--- config.mk ---
export PLATFORM = sky130hd
export DESIGN_NAME = bcd_serial_adder_n_flat
export DESIGN_NICKNAME = d
export VERILOG_FILES = /design/src/rtl/bcd_serial_adder_n_if.sv /design/src/rtl/bcd_serial_adder_n.sv /design/src/flat_wrapper.sv
export SDC_FILE = /design/constraint.sdc
export NUM_CORES = 1
export LEC_CHECK = 0
export CAP_MARGIN = 20
export CORE_MARGIN = 2
export CORE_UTILIZATION = 50
export DETAILED_ROUTE_END_ITERATION = 16
export PLACE_DENSITY = 0.75
export SETUP_SLACK_MARGIN = 0.05
export SLEW_MARGIN = 10
export SYNTH_ARGS = -nofsm -noshare
export SYNTH_HDL_FRONTEND = slang
export SYNTH_SLANG_ARGS = --single-unit
--- constraint.sdc ---
create_clock -name clk -period 4.2 [get_ports clk]
set_input_delay 0.84 -clock clk [delete_from_list [all_inputs] [get_ports clk]]
set_output_delay 0.84 -clock clk [all_outputs]
set_load 0.005 [all_outputs]
--- src/rtl/bcd_serial_adder_n_if.sv ---
// Handshake and operand/result bundle for the serial BCD adder.
// The master launches operations; the slave (the adder) reports status and results.
interface bcd_serial_adder_n_if #(
    parameter int NDIGITS = 4
);
    logic                   start;
    logic                   sub;
    logic                   cin;
    logic [4*NDIGITS-1:0]   a;
    logic [4*NDIGITS-1:0]   b;
    logic                   busy;
    logic                   done;
    logic [4*NDIGITS-1:0]   sum;
    logic                   cout;
    logic                   err;

    modport master (
        output start, sub, cin, a, b,
        input  busy, done, sum, cout, err
    );

    modport slave (
        input  start, sub, cin, a, b,
        output busy, done, sum, cout, err
    );
endinterface

--- src/rtl/bcd_serial_adder_n.sv ---
// Packed-BCD adder/subtractor, one decimal digit per clock, LS digit first.
// Subtraction uses the 9's complement of b with a carry seed of 1 (10's complement).
//
// state | meaning
// ------+---------------------------------------------------------------
// IDLE  | waiting for start; operands, mode and carry seed captured on start
// RUN   | one digit per cycle, idx 0..NDIGITS-1, carry held in c_q
// DONE  | one cycle; results and done pulse registered on the way out
module bcd_serial_adder_n #(
    parameter int NDIGITS = 4
) (
    input  logic                 clk,
    input  logic                 rst_n,
    bcd_serial_adder_n_if.slave  bus
);

    localparam int W  = 4 * NDIGITS;
    localparam int IW = (NDIGITS > 1) ? $clog2(NDIGITS) : 1;
    localparam logic [IW-1:0] LAST = IW'(NDIGITS - 1);

    typedef enum logic [1:0] {
        IDLE = 2'd0,
        RUN  = 2'd1,
        DONE = 2'd2
    } state_t;

    state_t state;
    state_t state_next;

    logic [W-1:0]  a_q;
    logic [W-1:0]  b_q;
    logic [W-1:0]  acc_q;
    logic [W-1:0]  sum_q;
    logic [IW-1:0] idx_q;
    logic          sub_q;
    logic          c_q;
    logic          bad_q;
    logic          err_q;
    logic          cout_q;
    logic          done_q;

    logic          err_cap;
    logic [3:0]    a_dig;
    logic [3:0]    b_dig;
    logic [3:0]    bd;
    logic [4:0]    t;
    logic [3:0]    s_dig;
    logic          c_next;

    always_ff @(posedge clk or negedge rst_n) begin
        if (!rst_n) begin
            state <= IDLE;
        end else begin
            state <= state_next;
        end
    end

    always_comb begin
        state_next = state;
        case (state)
            IDLE:    if (bus.start) state_next = RUN;
            RUN:     if (idx_q == LAST) state_next = DONE;
            DONE:    state_next = IDLE;
            default: state_next = IDLE;
        endcase
    end

    always_comb begin
        err_cap = 1'b0;
        for (int i = 0; i < NDIGITS; i++) begin
            err_cap = err_cap | (bus.a[4*i +: 4] > 4'd9) | (bus.b[4*i +: 4] > 4'd9);
        end
    end

    // Decimal correction: a 5-bit sum above 9 wraps by adding 6 and carries.
    always_comb begin
        a_dig = a_q[4*idx_q +: 4];
        b_dig = b_q[4*idx_q +: 4];
        bd    = sub_q ? (4'd9 - b_dig) : b_dig;
        t     = {1'b0, a_dig} + {1'b0, bd} + {4'b0000, c_q};
        if (t > 5'd9) begin
            s_dig  = 4'(t + 5'd6);
            c_next = 1'b1;
        end else begin
            s_dig  = t[3:0];
            c_next = 1'b0;
        end
    end

    always_ff @(posedge clk or negedge rst_n) begin
        if (!rst_n) begin
            a_q    <= '0;
            b_q    <= '0;
            acc_q  <= '0;
            sum_q  <= '0;
            idx_q  <= '0;
            sub_q  <= 1'b0;
            c_q    <= 1'b0;
            bad_q  <= 1'b0;
            err_q  <= 1'b0;
            cout_q <= 1'b0;
            done_q <= 1'b0;
        end else begin
            done_q <= 1'b0;
            case (state)
                IDLE: begin
                    if (bus.start) begin
                        a_q   <= bus.a;
                        b_q   <= bus.b;
                        sub_q <= bus.sub;
                        c_q   <= bus.sub ? 1'b1 : bus.cin;
                        bad_q <= err_cap;
                        idx_q <= '0;
                    end
                end
                RUN: begin
                    acc_q[4*idx_q +: 4] <= s_dig;
                    c_q                 <= c_next;
                    idx_q               <= idx_q + 1'b1;
                end
                DONE: begin
                    sum_q  <= bad_q ? '0 : acc_q;
                    cout_q <= bad_q ? 1'b0 : c_q;
                    err_q  <= bad_q;
                    done_q <= 1'b1;
                end
                default: ;
            endcase
        end
    end

    assign bus.busy = (state == RUN);
    assign bus.done = done_q;
    assign bus.sum  = sum_q;
    assign bus.cout = cout_q;
    assign bus.err  = err_q;

endmodule

--- src/flat_wrapper.sv ---
// flat-port wrapper written by rule: the top's interface ports become plain ports
module bcd_serial_adder_n_flat 
#(
    parameter int NDIGITS = 4
)
  (clk, rst_n, bus_start, bus_sub, bus_cin, bus_a, bus_b, bus_busy, bus_done, bus_sum, bus_cout, bus_err);
  bcd_serial_adder_n_if #(.NDIGITS(NDIGITS)) bus_i ();
  input  logic clk;
  input  logic rst_n;
  input wire logic [$bits(bus_i.start)-1:0] bus_start;
  input wire logic [$bits(bus_i.sub)-1:0] bus_sub;
  input wire logic [$bits(bus_i.cin)-1:0] bus_cin;
  input wire logic [$bits(bus_i.a)-1:0] bus_a;
  input wire logic [$bits(bus_i.b)-1:0] bus_b;
  output wire logic [$bits(bus_i.busy)-1:0] bus_busy;
  output wire logic [$bits(bus_i.done)-1:0] bus_done;
  output wire logic [$bits(bus_i.sum)-1:0] bus_sum;
  output wire logic [$bits(bus_i.cout)-1:0] bus_cout;
  output wire logic [$bits(bus_i.err)-1:0] bus_err;
  assign bus_i.start = bus_start;
  assign bus_i.sub = bus_sub;
  assign bus_i.cin = bus_cin;
  assign bus_i.a = bus_a;
  assign bus_i.b = bus_b;
  assign bus_busy = bus_i.busy;
  assign bus_done = bus_i.done;
  assign bus_sum = bus_i.sum;
  assign bus_cout = bus_i.cout;
  assign bus_err = bus_i.err;
  bcd_serial_adder_n #(.NDIGITS(NDIGITS)) u_core (.clk(clk), .rst_n(rst_n), .bus(bus_i));
endmodule
==> results.py, run 1 <==
metrics = {
    "floorplan": {
        "fp.dieH_um": 88.14,
        "core_area_sq_um": 6832,
        "ioPinCount": 57,
        "initial_core_util_pct": 51.81,
        "die_area_sq_um": 7769,
        "rows": 30,
        "die_w_um": 88.14,
    },
    "placed_design": {
        "port_buffers": 56,
        "place_inst": 449,
        "place.gp.congestion": 0.9219,
        "postPlaceCellArea_sq_um": 4200,
        "hpwlAfterDp_mm": 5.206,
    },
    "sta": {
        "timing.final.hold_violations": 0,
        "tns_ns": 0,
        "rsz0062_at_grt": "no",
        "fin_skew_ns": 0.01477,
        "fin_crit_ns": 3.642,
        "setup-violations-final": 0,
        "clock.fmax_ghz": 0.2746,
        "tightestPinTransition_ns": 0.9110,
        "slew_headroom_pct": 39.27,
        "finalMaxSlewViolations": 0,
        "period_share_pct": 86.72,
    },
    "critical_path": {
        "critPathArrivalTime_ns": 3.87,
        "rr_startpoint": "u_core.idx_q[0]$_DFFE_PN0P_",
        "crit_start": "u_core.idx_q[0]$_DFFE_PN0P_",
        "crit_required_ns": 4.43,
        "path_max_fanout": 12,
        "critPathLaunchType": "flip-flop",
        "end_kind": "flip-flop",
        "path_class": "reg2reg",
    },
    "logic_synthesis": {
        "synth.area.top_cells": "dfrtp_1, mux2_2, mux4_2",
        "synth_ff_type": "dfrtp_1",
        "synth_top_area_cell": "dfrtp_1",
        "synth_area_sq_um": 3540,
        "yosysUniqueCellTypes": 40,
        "synth_seq_cells": 74,
        "yosys_warnings": 0,
        "avgSynthCellArea_sq_um": 11.61,
        "synth_seq_area_share_pct": 52.32,
        "yosysMostFrequentCell": "dfrtp_1",
        "syn_inst": 305,
        "yosys.area.top_type_share_pct": 52.32,
        "ys_async_sr_fraction_pct": 100.0,
        "synth_edf_count": 0,
        "synth_common_cells": "dfrtp_1, nand2_1, mux2_2, o21ai_0, nand2b_1",
        "synth_nets": 354,
    },
    "finish": {
        "antenna_cells": 0,
        "syn_to_final_growth_pct": 24.89,
        "final_cells": 466,
        "drive_gt1_share_pct": 19.73,
        "stdcell_area_sq_um": 4420,
        "nets": 414,
    },
    "global_routing": {
        "grt_max_degree": 75,
        "grt_antenna_before_repair": 0,
        "overflow": 0,
        "grt_usage_pct": 20.26,
        "grt_pass1_wl_mm": 11.85,
        "grt_pass1_vias": 2456,
    },
    "clock_tree": {
        "cts_resized": 0,
        "cts_tree": "done",
        "holdBufCountCts": 0,
        "htreeDepth": 3,
        "cts.clk_slew.worst_paths_ns": 0.08,
        "clockBufferDepth": 2,
        "cts_made_buffers": 9,
        "cts.sinks": 74,
        "cts-root-buf": "clkbuf_8",
        "insertion_delay_ns": 0.35,
        "cts_setup_buffers": 0,
    },
    "drt": {
        "wirelength_mm": 6.965,
        "dr.pass1.iters": 4,
        "ant_nets": 0,
        "wl_per_cell_um": 14.95,
        "vias": 2448,
        "first_iter_violations": 89,
        "drt-vias-per-instance": 5.253,
        "drc_errors": 0,
    },
    "worst_hold_path": {
        "min_from": "u_core.bus.sum[3]$_DFFE_PN0P_",
        "hp-class": "reg2reg",
    },
    "flow_run": {
        "maxCapViolCount": 0,
    },
    "outcome": {
        "status": "finished, final reports clean",
    },
}
metal layers:
layer  part of all wire (%)  track usage, %  vias up
met4                    2.5           9.780        0
met5                      0               0        -
met3                    3.7           4.430       14
li1                       -               -     1185
met1                     46           27.40     1185
met2                     48           31.27       64
sequential cells by signal, indices dropped and copies added, names as in the netlist:
register,flops
u_core.a_q,16
u_core.acc_q,16
u_core.b_q,16
u_core.bad_q,1
u_core.bus.cout,1
u_core.bus.done,1
u_core.bus.err,1
u_core.bus.sum,16
u_core.c_q,1
u_core.idx_q,2
u_core.state,2
u_core.sub_q,1
cells by family (layout without fill, tap and decap cells):
family,count (synthesis),in the layout,share of synthesized area (%)
AND/OR/NAND/NOR,83,83,11.42
flip-flops,74,74,52.32
AO/OA/AOI/OAI,62,62,11.21
multiplexers,43,43,16.19
buffers and inverters,27,92,3.005
adder cells (fa/ha/maj),12,12,4.666
XOR/XNOR,4,4,1.202
per-stage QoR:
step	hold WS [ns]	setup slack [ns]	util, %
finish	0.4806	0.5579	64.71
global route	0.5077	0.2865	64.71
CTS	0.4880	0.5426	64.49
detailed placement	0.4692	0.5535	61.48
global placement	0.4607	0.6904	61.48
floorplan	0.4509	0.6986	-
worst max-delay path, stage by stage (launching register included):
cell and delay, ns:
dfrtp_1 0.49, buf_4 0.26, mux4_2 0.51, inv_1 0.08, fa_1 0.21, inv_1 0.06
fa_1 0.43, xnor2_1 0.27, ha_1 0.26, nand2_1 0.11, a21boi_0 0.18, a31oi_4 0.28
o32ai_2 0.16, a22o_2 0.25
cells in the final DEF (no fill, tap or decap), types with 2 or more instances in the layout:
cell type,instances
clkdlybuf4s50_1,55
o21ai_1,4
nand2b_1,19
a22o_2,4
or3_1,2
a31oi_1,3
ha_1,10
mux4_2,8
inv_1,14
xnor2_1,3
dfrtp_1,74
nor3_1,2
clkbuf_8,11
nand4_1,4
mux2_2,34
a22o_1,4
nor2_1,9
clkinvlp_4,2
o21ai_0,34
nand2_1,40
buf_4,4
fa_1,2
a21oi_1,4
final timing paths:
path / endpoint / slack (ns) / depth (start not counted)
max: u_core.acc_q[14]$_DFFE_PN0P_ / 0.56 / 13
min: u_core.bus.sum[3]$_DFFE_PN0P_ / 0.48 / 2
max reg2reg: u_core.acc_q[14]$_DFFE_PN0P_ / 0.56 / 13
min reg2reg: u_core.bus.sum[3]$_DFFE_PN0P_ / 0.48 / 2
max in group asynchronous: u_core.bus.sum[6]$_DFFE_PN0P_ / 2.89 / 2
min in group asynchronous: u_core.bus.sum[13]$_DFFE_PN0P_ / 0.69 / 2
area by class of cell:
class | instances | area (sq um)
Clock inverter | 4 | 50.05
Fill cell | 555 | 2411
Sequential cell | 74 | 1852
Timing Repair Buffer | 61 | 600.6
Inverter | 15 | 56.30
Tap cell | 96 | 120.1
Multi-Input combinational cell | 204 | 1587
Clock buffer | 12 | 155.1
Power of run 1 is left out: the tool's default activity adds up to more than one toggle a clock period on the data nets, which glitch-free logic cannot reach.
==> run 2, diff against run 1 <==
--- a/config.mk
+++ b/config.mk
@@ -11,7 +11,8 @@
 export DETAILED_ROUTE_END_ITERATION = 16
 export PLACE_DENSITY = 0.75
 export SETUP_SLACK_MARGIN = 0.05
-export SLEW_MARGIN = 10
+export SKIP_CTS_REPAIR_TIMING = 1
+export SLEW_MARGIN = 20
 export SYNTH_ARGS = -nofsm -noshare
 export SYNTH_HDL_FRONTEND = slang
 export SYNTH_SLANG_ARGS = --single-unit
==> run 2 against run 1 <==
  * Non-clock buffer count decreased by 1
  * Setup slack gained 0.0031 ns
  * Critical path depth did not move
  * Final area decreased by 0.28%
  * Register-to-register slack barely moved
  * Clock-buffer cell count stayed put
  * Utilization fell by 0.18 points
  * Wire length fell by 0.11%
  * Flip-flop and latch count unchanged
  * Clock skew rose by 0.00094 ns
  * Final cell count is 0.21% lower
  * Global-route usage stayed put
  * Critical endpoint unchanged
==> results.py, run 2 (same netlist as run 1, synthesis figures left out) <==
metrics = {
    "sta": {
        "timing.final.hold_violations": 0,
        "slew_headroom_pct": 39.82,
        "setup-violations-final": 0,
        "rsz0062_at_grt": "no",
        "clock.fmax_ghz": 0.2748,
        "fin_crit_ns": 3.639,
        "tightestPinTransition_ns": 0.9026,
        "period_share_pct": 86.64,
        "fin_skew_ns": 0.01571,
        "finalMaxSlewViolations": 0,
        "tns_ns": 0,
    },
    "clock_tree": {
        "htreeDepth": 3,
        "cts.sinks": 74,
        "cts_made_buffers": 9,
        "cts-root-buf": "clkbuf_8",
        "cts_tree": "done",
        "cts.clk_slew.worst_paths_ns": 0.08,
        "insertion_delay_ns": 0.35,
        "clockBufferDepth": 2,
    },
    "global_routing": {
        "grt_pass1_wl_mm": 11.85,
        "grt_pass1_vias": 2456,
        "grt_antenna_before_repair": 0,
        "overflow": 0,
        "grt_max_degree": 75,
        "grt_usage_pct": 20.26,
    },
    "worst_hold_path": {
        "hp-class": "reg2reg",
    },
    "finish": {
        "nets": 413,
        "antenna_cells": 0,
        "layout_common_cells": "dfrtp_1, clkdlybuf4s50_1, nand2_1",
        "drive_gt1_share_pct": 19.78,
        "syn_to_final_growth_pct": 24.53,
        "postLayoutCoreUtil_pct": 64.52,
        "stdcell_area_sq_um": 4408,
        "layout_commonest_cell": "dfrtp_1",
        "final_cells": 465,
    },
    "critical_path": {
        "critPathLaunchType": "flip-flop",
        "cp_slowest_cell": "mux4_2",
        "path_class": "reg2reg",
        "crit_path_max_incr_delay_ns": 0.51,
        "crit_required_ns": 4.43,
        "end_kind": "flip-flop",
        "critPathArrivalTime_ns": 3.87,
        "path_max_fanout": 12,
        "path_cells": "buf_4 > mux4_2 > inv_1 > fa_1 > inv_1 > fa_1 > xnor2_1 > ha_1 > nand2_1 > a21boi_0 > a31oi_4 > o32ai_2 > a22o_2",
    },
    "floorplan": {
        "die_w_um": 88.14,
        "rows": 30,
        "ioPinCount": 57,
        "fp.dieH_um": 88.14,
        "die_area_sq_um": 7769,
        "core_area_sq_um": 6832,
        "initial_core_util_pct": 51.81,
    },
    "drt": {
        "drc_errors": 0,
        "wirelength_mm": 6.957,
        "vias": 2464,
        "dr.pass1.iters": 4,
        "ant_nets": 0,
        "first_iter_violations": 83,
        "wl_per_cell_um": 14.96,
        "drt-vias-per-instance": 5.299,
    },
    "placed_design": {
        "place.gp.congestion": 0.9219,
        "place_inst": 449,
        "postPlaceCellArea_sq_um": 4200,
        "hpwlAfterDp_mm": 5.206,
        "port_buffers": 56,
    },
    "flow_run": {
        "maxCapViolCount": 0,
    },
    "outcome": {
        "status": "finished, final reports clean",
    },
}
run 2: cell types whose count changed in the layout (fill, tap and decap cells not counted), sizes merged:
cell,delta
buf,-1
run 2: through the flow:
step           setup slack (ns)  hold WS, ns
3_5_place_dp             0.5535       0.4692
6_report                 0.5611       0.4803
5_1_grt                  0.2865       0.5077
2_1_floorplan            0.6986       0.4509
3_3_place_gp             0.6904       0.4607
4_1_cts                  0.5426       0.4880
run 2: final cells by class:
type / count / area, sq um
fillers: 556 / 2424
flip-flops and latches: 74 / 1852
multi-input cells: 204 / 1589
repair buffers: 60 / 585.6
clock buffers: 12 / 155.1
well taps: 96 / 120.1
inverters: 15 / 56.30
clock inverters: 4 / 50.05
run 2: final timing paths:
kind                            cells after the start                     startpoint                             end  slack (ns)
worst max-delay path                               13    u_core.idx_q[0]$_DFFE_PN0P_    u_core.acc_q[14]$_DFFE_PN0P_        0.56
worst min-delay path                                2  u_core.bus.sum[3]$_DFFE_PN0P_   u_core.bus.sum[3]$_DFFE_PN0P_        0.48
worst max register to register                     13    u_core.idx_q[0]$_DFFE_PN0P_    u_core.acc_q[14]$_DFFE_PN0P_        0.56
worst min register to register                      2  u_core.bus.sum[3]$_DFFE_PN0P_   u_core.bus.sum[3]$_DFFE_PN0P_        0.48
max in group asynchronous                           2                          rst_n      u_core.b_q[14]$_DFFE_PN0P_        2.89
min in group asynchronous                           2                          rst_n  u_core.bus.sum[13]$_DFFE_PN0P_        0.70
run 2: critical path, delay by kind of cell, from the launching register on:
family	cells	cell delay, ns
adders and majority gates	3	0.90
DFF	1	0.49
muxes	1	0.51
buffers and inverters	3	0.40
AOI/OAI and AO/OA	4	0.87
and+or+nand+nor	1	0.11
xor gates and xnor gates	1	0.27
run 2: routing by layer:
layer / global-route usage [%] / share of wire (%) / vias up
met3: 4.430 / 3.9 / 14
met1: 27.40 / 46 / 1198
met5: 0 / 0 / -
met2: 31.27 / 48 / 68
li1: - / - / 1184
met4: 9.780 / 2.5 / 0
Power of run 2 is left out for the same reason.
